**src/rtl/top_level.sv**
```systemverilog
// ---------------------------------------------------------------------------
// top_level -- 5-bit pattern counting engine over a 32-byte message.
//
// The message (core[0..31]) is one 256-bit stream, core[0] bit 7 first.
// The pattern sits in core[32][7:3]. One run produces three counts:
//   ctb -> core[33] : matching windows that lie wholly inside one byte
//   cto -> core[34] : bytes holding at least one such in-byte match
//   cts -> core[35] : matching windows anywhere in the stream
//
// Ports
//   clk   : in  1 : sole clock, rising edge
//   start : in  1 : synchronous active-high reset and run request
//   done  : out 1 : high once core[33..35] hold this run's results
//
// Sub-module DataMem (instance dm1): 256 x 8 memory, asynchronous read,
// synchronous write.
// ---------------------------------------------------------------------------

module DataMem (
    input  logic       clk_i,
    input  logic       we_i,
    input  logic [7:0] waddr_i,
    input  logic [7:0] wdata_i,
    input  logic [7:0] raddr_i,
    output logic [7:0] rdata_o
);
    logic [7:0] core [256];

    always_ff @(posedge clk_i) begin
        if (we_i) begin
            core[waddr_i] <= wdata_i;
        end
    end

    assign rdata_o = core[raddr_i];
endmodule

module top_level (
    input  logic clk,
    input  logic start,
    output logic done
);
    typedef enum logic [2:0] {IDLE, LOADP, SCAN, WR33, WR34, WR35, DONE} state_t;

    state_t     state_q;
    logic [4:0] pattern_q;
    logic [4:0] byteIdx_q;
    logic [7:0] prevByte_q;
    logic [7:0] ctb_q;
    logic [7:0] cto_q;
    logic [7:0] cts_q;
    logic       done_q;

    logic [7:0] ctb_d;
    logic [7:0] cto_d;
    logic [7:0] cts_d;

    logic [7:0]  memRaddr;
    logic [7:0]  memRdata;
    logic        memWe;
    logic [7:0]  memWaddr;
    logic [7:0]  memWdata;
    logic [2:0]  inCnt;
    logic [2:0]  crossCnt;
    logic [15:0] pairBits;

    DataMem dm1 (
        .clk_i   (clk),
        .we_i    (memWe),
        .waddr_i (memWaddr),
        .wdata_i (memWdata),
        .raddr_i (memRaddr),
        .rdata_o (memRdata)
    );

    // Read port points at the current message byte while scanning and at the
    // pattern word otherwise, so the pattern is ready on the IDLE exit edge.
    always_comb begin
        memRaddr = 8'd32;
        if (state_q == SCAN) begin
            memRaddr = {3'b000, byteIdx_q};
        end
    end

    // Match counting for one scan step. Bits [s+4:s] of the current byte are
    // the in-byte windows; bits [s+8:s+4] of {previous, current} are the four
    // windows straddling the byte boundary (k = 1..4 bits from the previous
    // byte). Byte 0 has no predecessor, so no straddling windows there.
    always_comb begin
        inCnt    = 3'd0;
        crossCnt = 3'd0;
        pairBits = {prevByte_q, memRdata};
        for (int s = 0; s < 4; s++) begin
            if (memRdata[s +: 5] == pattern_q) begin
                inCnt = inCnt + 3'd1;
            end
            if ((byteIdx_q != 5'd0) && (pairBits[s + 4 +: 5] == pattern_q)) begin
                crossCnt = crossCnt + 3'd1;
            end
        end
        ctb_d = ctb_q + {5'b00000, inCnt};
        cto_d = cto_q + {7'b0000000, (inCnt != 3'd0)};
        cts_d = cts_q + {5'b00000, inCnt} + {5'b00000, crossCnt};
    end

    // Result write-back. Gated by start so an abort never lands a write.
    always_comb begin
        memWe    = 1'b0;
        memWaddr = 8'd33;
        memWdata = 8'd0;
        case (state_q)
            WR33: begin
                memWe    = ~start;
                memWaddr = 8'd33;
                memWdata = ctb_q;
            end
            WR34: begin
                memWe    = ~start;
                memWaddr = 8'd34;
                memWdata = cto_q;
            end
            WR35: begin
                memWe    = ~start;
                memWaddr = 8'd35;
                memWdata = cts_q;
            end
            default: begin
                memWe = 1'b0;
            end
        endcase
    end

    // Control FSM. LOADP is a fixed one-cycle step so the run length never
    // depends on the data: 1 LOADP + 32 SCAN + 3 write cycles.
    always_ff @(posedge clk) begin
        if (start) begin
            state_q    <= IDLE;
            pattern_q  <= 5'd0;
            byteIdx_q  <= 5'd0;
            prevByte_q <= 8'd0;
            ctb_q      <= 8'd0;
            cto_q      <= 8'd0;
            cts_q      <= 8'd0;
            done_q     <= 1'b0;
        end else begin
            case (state_q)
                IDLE: begin
                    pattern_q <= memRdata[7:3];
                    state_q   <= LOADP;
                end
                LOADP: begin
                    state_q <= SCAN;
                end
                SCAN: begin
                    ctb_q      <= ctb_d;
                    cto_q      <= cto_d;
                    cts_q      <= cts_d;
                    prevByte_q <= memRdata;
                    byteIdx_q  <= byteIdx_q + 5'd1;
                    if (byteIdx_q == 5'd31) begin
                        state_q <= WR33;
                    end
                end
                WR33: begin
                    state_q <= WR34;
                end
                WR34: begin
                    state_q <= WR35;
                end
                WR35: begin
                    state_q <= DONE;
                    done_q  <= 1'b1;
                end
                DONE: begin
                    state_q <= DONE;
                end
                default: begin
                    state_q <= IDLE;
                end
            endcase
        end
    end

    assign done = done_q;
endmodule

```
**config.mk**
```make
export PLATFORM = sky130hd
export DESIGN_NAME = top_level
export DESIGN_NICKNAME = d
export VERILOG_FILES = /design/src/rtl/top_level.sv
export SDC_FILE = /design/constraint.sdc
export NUM_CORES = 1
export LEC_CHECK = 0
export CAP_MARGIN = 20
export CORE_AREA = 8 8 45 47
export DETAILED_ROUTE_END_ITERATION = 10
export DIE_AREA = 0 0 53 55
export GPL_ROUTABILITY_DRIVEN = 0
export MAX_ROUTING_LAYER = met4
export SYNTH_ARGS = -nofsm -noshare
export SYNTH_HDL_FRONTEND = slang
export SYNTH_SLANG_ARGS = --single-unit
```
**constraint.sdc**
```tcl
create_clock -name clk -period 2.5 [get_ports clk]
set_input_delay 0.25 -clock clk [delete_from_list [all_inputs] [get_ports clk]]
set_output_delay 0.25 -clock clk [all_outputs]
set_load 0.05 [all_outputs]
```
==> impl.org, run 1 <==
** Run status
- Run status :: finished clean

** Worst setup path
- Endpoint type of the worst setup path :: flop
- By instance count, the cell type seen most on the critical path is sky130_fd_sc_hd__ha_1.
- Count of buffer and inverter cells on the critical path :: 0
- Worst endpoint required time :: 2.64 ns
- At the worst endpoint, the arrival time is 1.77 ns.
- Type of the setup path with the least slack :: reg -> reg
- Worst-path maximum fanout :: 3
- Max stage delay on crit path :: 0.36 ns
- The setup check on the worst reg-to-reg path leaves a slack of 0.86 ns.
- The slowest stage of the critical path is the sky130_fd_sc_hd__dfxtp_1 cell.
- On the critical path the largest part of the delay comes from simple AND/OR/NAND/NOR gates.
- Critical Path, Cell by Cell :: ha_1, and3_1, ha_1, nor3b_1, mux2i_1, nor2_1
- Counting cells, the worst reg-to-reg path comes to 6.
- Path length in cells of the critical path :: 6
- Setup crit start kind :: flop

** Yosys
- The synthesized netlist contains 20 unique library cells.
- Counting every instance in the synthesized netlist gives 46.
- After synthesis, the mean cell area works out to 10.2 um2.
- Counting every net in the synthesized netlist gives 54.
- Share of the yosys chip area belonging to registers :: 0.385
- Total number of yosys warnings :: 0
- After synthesis the cells add up to 468 um2.
- Synthesis inferred 9 register bits.

** Floorplanning
- Chip width :: 53 um
- During I/O placement, the number of pins put on the boundary was 3.
- The initial utilization of the core area, before any placement, comes to 0.338.
- The floorplan has 14 rows.
- Core ar. :: 0.00138 mm2
- The floorplan step set the die height to 55 um.
- The floorplan step defined a die boundary enclosing 0.00292 mm2.

** Cells and area
- Final net count :: 59
- Of the cells placed in the final design, the portion with a size suffix greater than 1 is 0.120.
- The repair_antennas step left the layout with diodes totalling 0.
- Compared with the post-synthesis result, the final layout area differs by 11.0%.

** Power and ir drop
- VDD sags by at most 0.386 mV.
- Pwr/cell area :: 875 mW/mm2
- Reported leakage power :: 0.229 nW

** GRT
- In the global route stage, overall resource usage came out at 0.0643.
- Via count of the first global-routing pass :: 317
- The total overflow left after global routing is 0.
- Wire length of the first global-routing pass :: 1270 um
- Antenna violations before repair :: 0
- Entering global routing, the biggest net connects 11 pins.

** STA
- Setup violators final :: 0
- Share of the cycle needed by the critical path after routing :: 0.655
- Relative slew slack :: 0.672
- The hold violation count in the final report was 0.
- Post-route minimum period :: 1.64 ns
- Achievable Freq :: 0.611 GHz
- In the final timing run, aggregate negative setup slack is 0 ns.
- Setup repair after global routing left no endpoint under its margin.
- Clock skew on the completed layout was measured at 0.000934 ns.
- The worst path meets setup with 0.863 ns of slack.
- Actual transition at the worst max-transition pin :: 0.490 ns
- Count of final max-slew check failures :: 0

** Route
- Detailed Route Iter0 Violations :: 1
- In the routed layout, each cell is associated on average with a via count of 4.71.
- Overall via count from detail_route :: 311
- Pre-antenna DRT Iters :: 2
- In the routed design, unresolved DRC markers number 0.
- After detailed routing, the average wire length per cell comes to 11.3 um.
- After detailed routing, the total wire length is 743 um.
- The detail route stage leaves a number of antenna-violating nets equal to 0.

** Min path
- Classification of the worst-slack hold path :: reg -> reg
- Cell depth of the worst min-delay path :: 2

** Clock tree
- In this run the deepest clock path goes through 2 buffers.
- Clock-pin slew was measured on the worst setup and hold paths at 0.06 ns.
- Post-CTS Repair Setup Buffers :: 0
- Clock latency of the later-clocked register in the worst-skew pair :: 0.25 ns
- Number of clock buffers inserted by TritonCTS :: 3
- After clock tree synthesis, the flow added hold-fix buffers numbering 0.
- H-tree Lvls :: 1
- For this design, the sink count on the clock tree is 9.
- TritonCTS built the clock tree.
- CTS Root Cell :: sky130_fd_sc_hd__clkbuf_4
- Post-CTS resize count :: 0

** Placed design
- DPL Wire Length :: 595 um
- OpenSTA, run right after detailed placement, puts the worst setup slack at 0.839 ns.
- Port bufs :: 2

** Flow run
- The tool flagged a number of max-cap violations equal to 0.
==> cells in the final DEF, fill, tap and decap left out, drive strengths merged <==
| cell type | netlist | routed |
|---|---|---|
| xor2 | 1 | 1 |
| mux2 | 1 | 1 |
| xnor2 | 1 | 1 |
| and3 | 1 | 1 |
| a211oi | 2 | 2 |
| nand3b | 1 | 1 |
| nor2 | 9 | 9 |
| nor3 | 1 | 1 |
| ha | 6 | 6 |
| nor3b | 1 | 1 |
| inv | 2 | 2 |
| clkbuf | 1 | 4 |
| nand4 | 1 | 1 |
| mux2i | 3 | 3 |
| dfxtp | 9 | 9 |
| a21oi | 2 | 2 |
| nand2b | 1 | 1 |
| clkdlybuf4s50 | 0 | 2 |
| nor2b | 2 | 2 |
==> final timing paths <==
kind / to / from
hold / removal: done / done
hold reg to reg: done / done
setup reg to reg: state_q[1] / byteIdx_q[0]
setup / recovery: state_q[1] / byteIdx_q[0]
==> where the power goes <==
group | switching, W | internal (W) | total, W
registers | 0.0000310 | 0.000170 | 0.000201
logic | 0.0000774 | 0.0000691 | 0.000146
clock network | 0.0000463 | 0.0000612 | 0.000108
total | 0.000155 | 0.000300 | 0.000455
==> logic make-up after synthesis <==
logic type,Yosys count,share of synthesized area
AOI/OAI and AO/OA,4,0.0535
DFF,9,0.385
xor gates and xnor gates,2,0.0374
and+or+nand+nor,17,0.219
adders and majority gates,6,0.160
buffers and inverters,4,0.0481
muxes,4,0.0962
==> cell usage after synthesis <==
| cell type | number | area [um2] |
|---|---|---|
| sky130_fd_sc_hd__nor2b_2 | 1 | 8.76 |
| sky130_fd_sc_hd__clkbuf_1 | 1 | 3.75 |
| sky130_fd_sc_hd__nand2b_1 | 1 | 6.26 |
| sky130_fd_sc_hd__nor3b_1 | 1 | 7.51 |
| sky130_fd_sc_hd__mux2_4 | 1 | 15.0 |
| sky130_fd_sc_hd__nand4_4 | 1 | 21.3 |
| sky130_fd_sc_hd__inv_1 | 2 | 7.51 |
| sky130_fd_sc_hd__nor3_1 | 1 | 5.00 |
| sky130_fd_sc_hd__nor2_1 | 9 | 33.8 |
| sky130_fd_sc_hd__xnor2_1 | 1 | 8.76 |
| sky130_fd_sc_hd__a21oi_1 | 2 | 10.0 |
| sky130_fd_sc_hd__dfxtp_1 | 9 | 180 |
| sky130_fd_sc_hd__buf_6 | 1 | 11.3 |
| sky130_fd_sc_hd__ha_1 | 6 | 75.1 |
| sky130_fd_sc_hd__nor2b_1 | 1 | 6.26 |
| sky130_fd_sc_hd__a211oi_1 | 2 | 15.0 |
| sky130_fd_sc_hd__xor2_1 | 1 | 8.76 |
| sky130_fd_sc_hd__mux2i_1 | 3 | 30.0 |
| sky130_fd_sc_hd__and3_1 | 1 | 6.26 |
| sky130_fd_sc_hd__nand3b_1 | 1 | 7.51 |
==> through the flow <==
step,hold slack (ns),cell area (um2),utilization,cells,power (W)
floorplan,0.467,468,-,46,0.000332
global placement,0.453,493,0.356,62,0.000348
detailed placement,0.473,493,0.356,62,0.000352
CTS,0.487,519,0.375,66,0.000465
global route,0.540,519,0.375,66,0.000496
finish,0.484,519,0.375,66,0.000455
==> state kept, by name (all words and copies together) (netlist names) <==
signal / cells
byteIdx_q: 5
done: 1
state_q: 3
==> routing by layer <==
metal	vias to the layer above	part of all wire	GRT usage
met3	3	0.032	0.0241
li1	162	-	-
met4	0	0.024	0.0517
met5	-	0	-
met2	4	0.51	0.113
met1	142	0.43	0.0535
==> worst reg2reg max path, cell delays in order (launching register included) <==
cell                      delay (ns)
sky130_fd_sc_hd__dfxtp_1        0.36
sky130_fd_sc_hd__ha_1           0.23
sky130_fd_sc_hd__and3_1         0.20
sky130_fd_sc_hd__ha_1           0.22
sky130_fd_sc_hd__nor3b_1        0.26
sky130_fd_sc_hd__mux2i_1        0.22
sky130_fd_sc_hd__nor2_1         0.05
==> cell type report <==
cell class	instances	area, um2
inverter	2	7.51
sequential	9	180
fill	137	865
multi-input combinational	33	265
tap	16	20.0
timing repair buffer	2	20.0
clock buffer	4	26.3
No activity file was read; power rests on OpenSTA's default activity.
==> run 2: changes to the inputs <==
- clock period: 2.5 -> 1.55 ns (I/O delays scaled with it)
==> run 2 against run 1 <==
Net effect: non-clock buffer count grew 5; final area grew 8.2%; global-route usage grew 0.21 points; largest power group unchanged.
==> impl.org, run 2 (same netlist as run 1, synthesis figures left out) <==
** Run status
- Run status :: finished clean

** GRT
- Largest net degree at the start of global routing :: 8
- Across every metal layer, demand over resource in global routing totals 0.0665.
- Via count of the first global-routing pass :: 362
- For this run the aggregate overflow at the end of global routing stands at 0.
- Wire length of the first global-routing pass :: 1400 um
- The number of antenna violations at the first check in global routing came to 0.

** Clock tree
- In this run, post-CTS hold repair placed 0 buffers.
- The tree is rooted in a sky130_fd_sc_hd__clkbuf_4.
- TritonCTS built the clock tree.
- CTS built an H-tree with a depth of 1.
- Maximum clock insertion buffer count :: 2
- Clock latency of the later-clocked register in the worst-skew pair :: 0.26 ns
- Number of clock sinks :: 9
- Post-CTS Repair Setup Buffers :: 0
- Buffers inserted during clock tree synthesis total 3.
- Clock transition at the registers of the reported paths :: 0.06 ns

** Flow run
- Max-cap violations in this run came to 0.

** Cells and area
- Of the cells placed in the final design, the portion with a size suffix greater than 1 is 0.255.
- Final cell count without fillers :: 71
- The register with the most flip-flops in the layout has 5 of them.
- # diodes :: 0
- The net count of the finished layout is 64.
- Highest-count cells in the layout ignoring fill and taps :: 9 x sky130_fd_sc_hd__nor2_1, 9 x sky130_fd_sc_hd__dfxtp_1, 6 x sky130_fd_sc_hd__buf_4, 5 x sky130_fd_sc_hd__ha_1
- After routing the design area is 562 um2.
- Largest register by flop count :: byteIdx_q
- From synthesis to final layout, the design area changed by 20.1%.
- Measured on the finished design, the core utilization comes to 0.406.

** Route
- Detailed Route Iter0 Violations :: 3
- Met1 wire length :: 335 um
- Average detailed-routed wire length per instance :: 11.2 um
- The routed layout has 334 vias.
- Total length of routed met2 wires :: 420 um
- Routed met3 length :: 22 um
- Number of routed nets with antenna violations :: 0
- Pre-antenna DRT Iters :: 2
- Routed via count divided by cell count :: 4.70
- The final layout contains routed wiring with a total length of 797 um.
- Highest routed layer :: met4
- In the routed design, unresolved DRC markers number 0.

** Placed design
- Port bufs :: 2
- After detailed placement, the total cell area comes to 528 um2.
- Once detailed placement completed, the half-perimeter wirelength came to 591 um.
- Total instance count after detailed placement :: 67

** Floorplanning
- In this run the count of I/O pins placed on the die edge is 3.
- Row generation in the floorplan step produced 14 rows.
- Chip width :: 53 um
- Core ar. :: 0.00138 mm2
- The die covers 0.00292 mm2.
- The initial utilization of the core area, before any placement, comes to 0.338.
- The floorplan step set the die height to 55 um.

** Power and ir drop
- In this run the static leakage power is 0.258 nW.
- IR analysis of the VDD net gives a maximum drop of 0.597 mV.
- Power spread over the standard cell area amounts to 1410 mW/mm2.

** STA
- Final hold violation count :: 0
- Post-route minimum period :: 1.47 ns
- Static timing analysis puts the maximum clock frequency at 0.680 GHz.
- The worst pin sits at a relative slew slack of 0.841.
- Setup violations remaining at the end of the flow were counted as 0.
- Final hold analysis gives a worst-case slack of 0.468 ns.
- Count of final max-slew check failures :: 0
- Of the available clock period, the critical path in the final layout requires 0.948.
- For the final database, setup skew stands at 0.00111 ns.
- At the pin with the least slew margin, the transition time is 0.238 ns.

** Worst setup path
- Endpoint type of the worst setup path :: flop
- At the worst endpoint, the arrival time is 1.62 ns.
- Setup crit start kind :: flop
- The setup path with the least slack is of type reg -> reg.
- Along the worst path, the maximum fanout reaches 3.
- At the worst endpoint, the required time is 1.70 ns.

** Min path
- Classification of the worst-slack hold path :: reg -> reg
-- run 2: final cells by class --
type / count / area [um2]
fillers: 140 / 822
well taps: 16 / 20.0
inverters: 2 / 7.51
repair buffers: 7 / 55.1
flip-flops and latches: 9 / 180
clock buffers: 4 / 26.3
multi-input cells: 33 / 273
-- run 2: final timing paths --
check	cells after the start	from	slack, ns	end
setup / recovery	6	byteIdx_q[0]	0.08	state_q[1]
hold / removal	2	done	0.47	done
setup reg to reg	6	byteIdx_q[0]	0.08	state_q[1]
hold reg to reg	2	done	0.47	done
-- run 2: critical path, cell delays in order, from the launching register on --
cell and delay, ns:
sky130_fd_sc_hd__dfxtp_1 0.31, sky130_fd_sc_hd__ha_1 0.21, sky130_fd_sc_hd__and3_1 0.20, sky130_fd_sc_hd__ha_2 0.20, sky130_fd_sc_hd__nor3b_2 0.20, sky130_fd_sc_hd__mux2i_1 0.20
sky130_fd_sc_hd__nor2_1 0.05
-- run 2: routing by layer --
metal  track usage  vias to the layer above
met1        0.0654                      155
li1              -                      172
met4        0.0517                        0
met3        0.0160                        3
met5             -                        -
met2         0.111                        4
-- run 2: power by group --
| part | switching [W] | total [W] | internal [W] | leakage (nW) |
|---|---|---|---|---|
| Combinational | 0.000147 | 0.000299 | 0.000152 | 0.170 |
| Sequential | 0.0000392 | 0.000312 | 0.000273 | 0.0732 |
| Clock | 0.0000789 | 0.000178 | 0.0000990 | 0.0150 |
| Total | 0.000265 | 0.000789 | 0.000524 | 0.258 |
-- run 2: what timing repair did --
action	in CTS	in global routing
endpoints found under the hold margin	0	0
endpoints found under the setup margin	1	1
gates resized for setup	1	1
pin swaps	0	1
-- run 2: through the flow --
step	power [W]	setup WS (ns)	setup TNS, ns
6_report	0.000789	0.0805	0
5_1_grt	0.000851	-0.0174	-0.0174
4_1_cts	0.000801	0.0719	0
3_5_place_dp	0.000617	0.0367	0
3_3_place_gp	0.000614	0.0428	0
2_1_floorplan	0.000536	0.0639	0
